`src/rtl/hazard_scoreboard_pkg.sv`:
```
// Shared tag layout and forwarding-select helpers for the hazard scoreboard.
// A tag is packed as {valid, dest, is_load}.
package hazard_scoreboard_pkg;

    localparam int TAG_VALID_W = 1;
    localparam int TAG_LOAD_W  = 1;

    // Select value meaning "take the operand from the register file".
    localparam int FWD_RF = 0;

    function automatic int tag_width(input int reg_w);
        return reg_w + TAG_VALID_W + TAG_LOAD_W;
    endfunction

    // The select must encode 0 (regfile) plus one code per tracked stage.
    function automatic int fw_width(input int depth);
        int w;
        w = $clog2(depth + 1);
        return (w < 1) ? 1 : w;
    endfunction

endpackage

```
`src/rtl/hazard_tag_stage.sv`:
```
// One in-flight destination tag: async reset, hold, clear and load.
module hazard_tag_stage
    import hazard_scoreboard_pkg::*;
#(
    parameter int REG_W = 4,
    localparam int TW   = tag_width(REG_W)
) (
    input  logic          clk,
    input  logic          rst,
    input  logic          hold,
    input  logic          clear,
    input  logic [TW-1:0] d,
    output logic [TW-1:0] q
);

    logic [TW-1:0] tag_reg;

    // Hold outranks clear so a flush raised during a freeze is dropped.
    always_ff @(posedge clk or posedge rst) begin
        if (rst) begin
            tag_reg <= '0;
        end else if (hold) begin
            tag_reg <= tag_reg;
        end else if (clear) begin
            tag_reg <= '0;
        end else begin
            tag_reg <= d;
        end
    end

    assign q = tag_reg;

endmodule

```
`src/rtl/hazard_scoreboard.sv`:
```
// Self-tracking hazard unit: shifts ID destination tags through PIPE_DEPTH stages
// and flags ID stalls. Define HAZARD_FWD_EN to add youngest-match forwarding selects.
module hazard_scoreboard
    import hazard_scoreboard_pkg::*;
#(
    parameter int REG_W      = 4,
    parameter int PIPE_DEPTH = 2,
    parameter int CNT_W      = 16,
    localparam int FW        = fw_width(PIPE_DEPTH),
    localparam int TW        = tag_width(REG_W)
) (
    input  logic             clk,
    input  logic             rst,
    input  logic             freeze,
    input  logic             flush,
    input  logic             id_valid,
    input  logic             id_wb_en,
    input  logic             id_mem_read,
    input  logic [REG_W-1:0] id_dest,
    input  logic [REG_W-1:0] src1,
    input  logic [REG_W-1:0] src2,
    input  logic             two_src,
    input  logic             fwd_enable,
    output logic             hazard,
    output logic [FW-1:0]    fwd_sel1,
    output logic [FW-1:0]    fwd_sel2,
    output logic [CNT_W-1:0] stall_cycles
);

    logic [TW-1:0]         tag_d [PIPE_DEPTH];
    logic [TW-1:0]         tag_q [PIPE_DEPTH];
    logic [TW-1:0]         new_tag;
    logic [PIPE_DEPTH-1:0] hit1;
    logic [PIPE_DEPTH-1:0] hit2;
    logic [CNT_W-1:0]      stall_cycles_reg;

    // A stalled ID instruction must not enter EXE, so it becomes a bubble.
    assign new_tag = {id_valid & id_wb_en & ~hazard, id_dest, id_mem_read};

    generate
        for (genvar gi = 0; gi < PIPE_DEPTH; gi++) begin : g_stage
            if (gi == 0) begin : g_head
                assign tag_d[gi] = new_tag;
            end else begin : g_tail
                assign tag_d[gi] = tag_q[gi-1];
            end

            hazard_tag_stage #(
                .REG_W (REG_W)
            ) u_stage (
                .clk   (clk),
                .rst   (rst),
                .hold  (freeze),
                .clear (flush),
                .d     (tag_d[gi]),
                .q     (tag_q[gi])
            );

            assign hit1[gi] = tag_q[gi][TW-1] && (tag_q[gi][TW-2:1] == src1);
            assign hit2[gi] = tag_q[gi][TW-1] && (tag_q[gi][TW-2:1] == src2) && two_src;
        end
    endgenerate

`ifdef HAZARD_FWD_EN
    logic          found1;
    logic          found2;
    logic [FW-1:0] idx1;
    logic [FW-1:0] idx2;
    logic          load_use1;
    logic          load_use2;

    // Scan oldest to youngest so the lowest matching entry wins.
    always_comb begin
        found1 = 1'b0;
        found2 = 1'b0;
        idx1   = '0;
        idx2   = '0;
        for (int k = PIPE_DEPTH - 1; k >= 0; k--) begin
            if (hit1[k]) begin
                found1 = 1'b1;
                idx1   = FW'(k);
            end
            if (hit2[k]) begin
                found2 = 1'b1;
                idx2   = FW'(k);
            end
        end
    end

    // Youngest match is entry 0 exactly when hit[0] is set.
    assign load_use1 = hit1[0] && tag_q[0][0];
    assign load_use2 = hit2[0] && tag_q[0][0];

    always_comb begin
        hazard   = 1'b0;
        fwd_sel1 = FW'(FWD_RF);
        fwd_sel2 = FW'(FWD_RF);
        if (id_valid) begin
            if (fwd_enable) begin
                hazard = load_use1 | load_use2;
                if (found1 && !load_use1) fwd_sel1 = idx1 + FW'(1);
                if (found2 && !load_use2) fwd_sel2 = idx2 + FW'(1);
            end else begin
                hazard = (|hit1) | (|hit2);
            end
        end
    end
`else
    logic unused_fwd_enable;
    assign unused_fwd_enable = fwd_enable;

    always_comb begin
        hazard   = id_valid & ((|hit1) | (|hit2));
        fwd_sel1 = FW'(FWD_RF);
        fwd_sel2 = FW'(FWD_RF);
    end
`endif

    // Counts real ID stall cycles only; frozen or flushed cycles are not stalls.
    always_ff @(posedge clk or posedge rst) begin
        if (rst) begin
            stall_cycles_reg <= '0;
        end else if (hazard && !freeze && !flush && (stall_cycles_reg != '1)) begin
            stall_cycles_reg <= stall_cycles_reg + CNT_W'(1);
        end
    end

    assign stall_cycles = stall_cycles_reg;

endmodule
```
`config.mk`:
```
export PLATFORM = sky130hd
export DESIGN_NAME = hazard_scoreboard
export DESIGN_NICKNAME = d
export VERILOG_FILES = /design/src/rtl/hazard_scoreboard_pkg.sv /design/src/rtl/hazard_tag_stage.sv /design/src/rtl/hazard_scoreboard.sv
export SDC_FILE = /design/constraint.sdc
export NUM_CORES = 1
export LEC_CHECK = 0
export BUFFER_PORTS_ARGS = -buffer_cell sky130_fd_sc_hd__buf_2
export CAP_MARGIN = 40
export CORE_UTILIZATION = 34
export CTS_CLUSTER_SIZE = 24
export DETAILED_ROUTE_END_ITERATION = 6
export PLACE_DENSITY_LB_ADDON = 0.25
export SLEW_MARGIN = 0
export SYNTH_ARGS = -nofsm -noshare
export SYNTH_HDL_FRONTEND = slang
export SYNTH_HIERARCHICAL = 1
export SYNTH_SLANG_ARGS = --single-unit
```
`constraint.sdc`:
```
create_clock -name clk -period 1.9 [get_ports clk]
set_input_delay 0.38 -clock clk [delete_from_list [all_inputs] [get_ports clk]]
set_output_delay 0.38 -clock clk [all_outputs]
set_load 0.02 [all_outputs]
```
==> impl_results.md <==
* Crit path required time at between 2 and 2.5 ns
* First-pass GRT wire length at around 6500 um
* Top delay family on crit path: simple AND/OR/NAND/NOR gates
* Clock Latency Late Sink at approximately 0.27 ns
* Final core occ at ~52%
* Slew Limit Headroom at 58.6%
* Fin area at ~2300 sq um
* Startpoint Class: register
* Vias after detailed routing at 1292
* Failing checks: setup timing
* WP data arrival at 2.28 ns
* Placed instance area at 1920 sq um
* Io pins at 42
* Crit path kind: reg -> reg
* Worst Path Max Fanout at 7
* CTS buffer count at 3
* Most frequent cells in the layout: buf_2 (34), buf_4 (28), dfrtp_1 (25)
* Worst-path cell chain: xor2_1 > nor3_1 > nand3_1 > o21ai_2 > a311oi_4 > buf_4 > buf_8 > or3_4 > mux2_4
* DRT iter0 DRCs at 51
* Critical path endpoint category: register
* Pleak at between 1 and 1.5 nW
* Vias in the first global route at between 1000 and 1500
* Slowest CP cell: dfrtp_1
* CTS Buffer Depth at 2
* WL/cell at between 15 and 20 um
* Clk slew on worst S/H paths at 0.10 ns
* Post-synthesis cell area at 1540 sq um
* Num rows at 24
* Antenna-violating nets left at 0
* Synth-to-Final Area Change at 46.5%
* Met3 Usage GRT at around 2.6%
* Gr busiest metal: met2
* Initial Util at a little over a third
* Switch Pwr at ~0.31 mW
* RSZ-0062 raised after global routing: true
* Outcome: finished with violations
* Largest net degree at the start of global routing at 17
* GRT met1 Usage at between 20 and 25%
* Reg power frac at between 40% and 50%
* Worst R2R Start: g_stage[1].u_stage/q[3]
* Die Area at between 4000 and 5000 sq um
* GRT Util Overall at approximately 17%
* Post-detail-place hpwl at roughly 2800 um
* CTS Sinks at 26
* Final-report hold violation count at 0
* First drt pass iteration count at 4
* Worst R2R Path Depth at 9
* DR vias/cell at around 5.0
* Final WL at approximately 4000 um
* Hold Crit Class: in -> async
* Pin slew with the least headroom to its limit at 0.620 ns
* Largest register FFs at 16
* Pwr Density at 559 nW/um^2
* Int Pwr at between 0.9 and 1 mW
* Root Buffer: clkbuf_8
* Fmax at around 470 MHz
* Initial antenna violation count at 0
* Most common cell after layout, fill and taps aside: buf_2
* Critical path buffer and inverter count at 2
* IO buf count at 35
* CORE AREA at between 4000 and 5000 sq um
* Reg2reg end: stall_cycles[1]
* Setup Skew at 0.00982 ns
* Switching share of total power at between 20% and 30%
* Setup WS post-layout at -0.210 ns
* Die width at 69.3 um
* CTS tree: built
* Fin crit share at 111%
* H-tree depth at 1
* Slew Viols, Final at 0
* Final setup violation count at 15
* Mapped Cells at 145
* Slowest Stage Delay on Critical Path at ~0.43 ns
* Clk pwr share at 36.3%
* MaxCap Viol Count at 0
* Nets@finish at around 230
* RePlAce Congestion at a little over 0.8
* Ratio of cells with drive above 1 in the final layout at approximately 48%
* DRC errors left at 0
* Met2 Resource Use GR at around 29%
* Final Power at between 1 and 1.5 mW
* Maximum vdd drop at 0.296 mV
* Synthesized area per cell at 10.6 sq um
* Die H at just under 70 um
* Yosys warns at 6
* Overflow after GRT at 0
* Min Tclk post-route at 2.11 ns
* Worst reg2reg setup slack at -0.21 ns
* N_diodes at 0
* Combinational share of power at between 15 and 20%
-- cell type report --
| class | instances | area (sq um) |
|---|---|---|
| well taps | 52 | 65.1 |
| inverters | 3 | 11.3 |
| repair buffers | 65 | 418 |
| clock buffers | 3 | 41.3 |
| flip-flops and latches | 26 | 652 |
| clock inverters | 1 | 30.0 |
| multi-input cells | 111 | 1040 |
| fillers | 366 | 2100 |
-- worst reg2reg max path: cells and delay by family, from the launching register on --
| family | cells | cell delay (ns) |
|---|---|---|
| AND/OR/NAND/NOR | 3 | 0.67 |
| flip-flops | 1 | 0.43 |
| buffers and inverters | 2 | 0.31 |
| multiplexers | 1 | 0.30 |
| XOR/XNOR | 1 | 0.16 |
| AO/OA/AOI/OAI | 2 | 0.15 |
-- worst max-delay path by stage --
| stage | startpoint | endpoint | slack, ns | cells past startpoint |
|---|---|---|---|---|
| 6_report | g_stage[1].u_stage/q[3] | stall_cycles[1] | -0.21 | 9 |
| 5_1_grt | g_stage[1].u_stage/q[4] | hazard | -0.29 | 7 |
| 4_1_cts | g_stage[1].u_stage/q[4] | hazard | -0.29 | 8 |
| 3_5_place_dp | src1[2] | stall_cycles[4] | -0.22 | 10 |
| 3_3_place_gp | src1[2] | stall_cycles[1] | -0.19 | 9 |
| 2_1_floorplan | g_stage[0].u_stage/q[4] | hazard | 0.002 | 5 |
-- repair_timing --
item,4_1_cts,5_1_grt
resized for setup,30,8
hold buffers,0,0
pin swaps,21,14
setup buffers,4,6
endpoints found under the setup margin,13,18
-- metrics by stage --
| step | worst slack, ns | hold slack, ns | std cells | setup TNS (ns) |
|---|---|---|---|---|
| 5_1_grt | -0.293 | 0.0277 | 261 | -2.81 |
| 3_3_place_gp | -0.192 | 0.312 | 249 | -1.59 |
| 4_1_cts | -0.289 | 0.0316 | 257 | -1.18 |
| 3_5_place_dp | -0.220 | 0.320 | 249 | -2.03 |
| 6_report | -0.210 | 0.0246 | 261 | -1.45 |
| 2_1_floorplan | 0.00228 | 0.159 | 148 | 0 |
-- power groups by stage --
| stage | Combinational (mW) | Clock (mW) | Sequential (mW) |
|---|---|---|---|
| after floorplan | 0.111 | 0 | 0.609 |
| after global placement | 0.186 | 0 | 0.601 |
| after detailed placement | 0.192 | 0 | 0.603 |
| after CTS | 0.206 | 0.466 | 0.592 |
| after global routing | 0.228 | 0.494 | 0.595 |
| final | 0.209 | 0.458 | 0.593 |
-- metal layers --
layer	routed length, um	vias to the layer above
met5	0	-
met4	48	0
met3	123	4
met2	1960	31
met1	1820	628
li1	-	629
(Power assumes the default switching activity.)
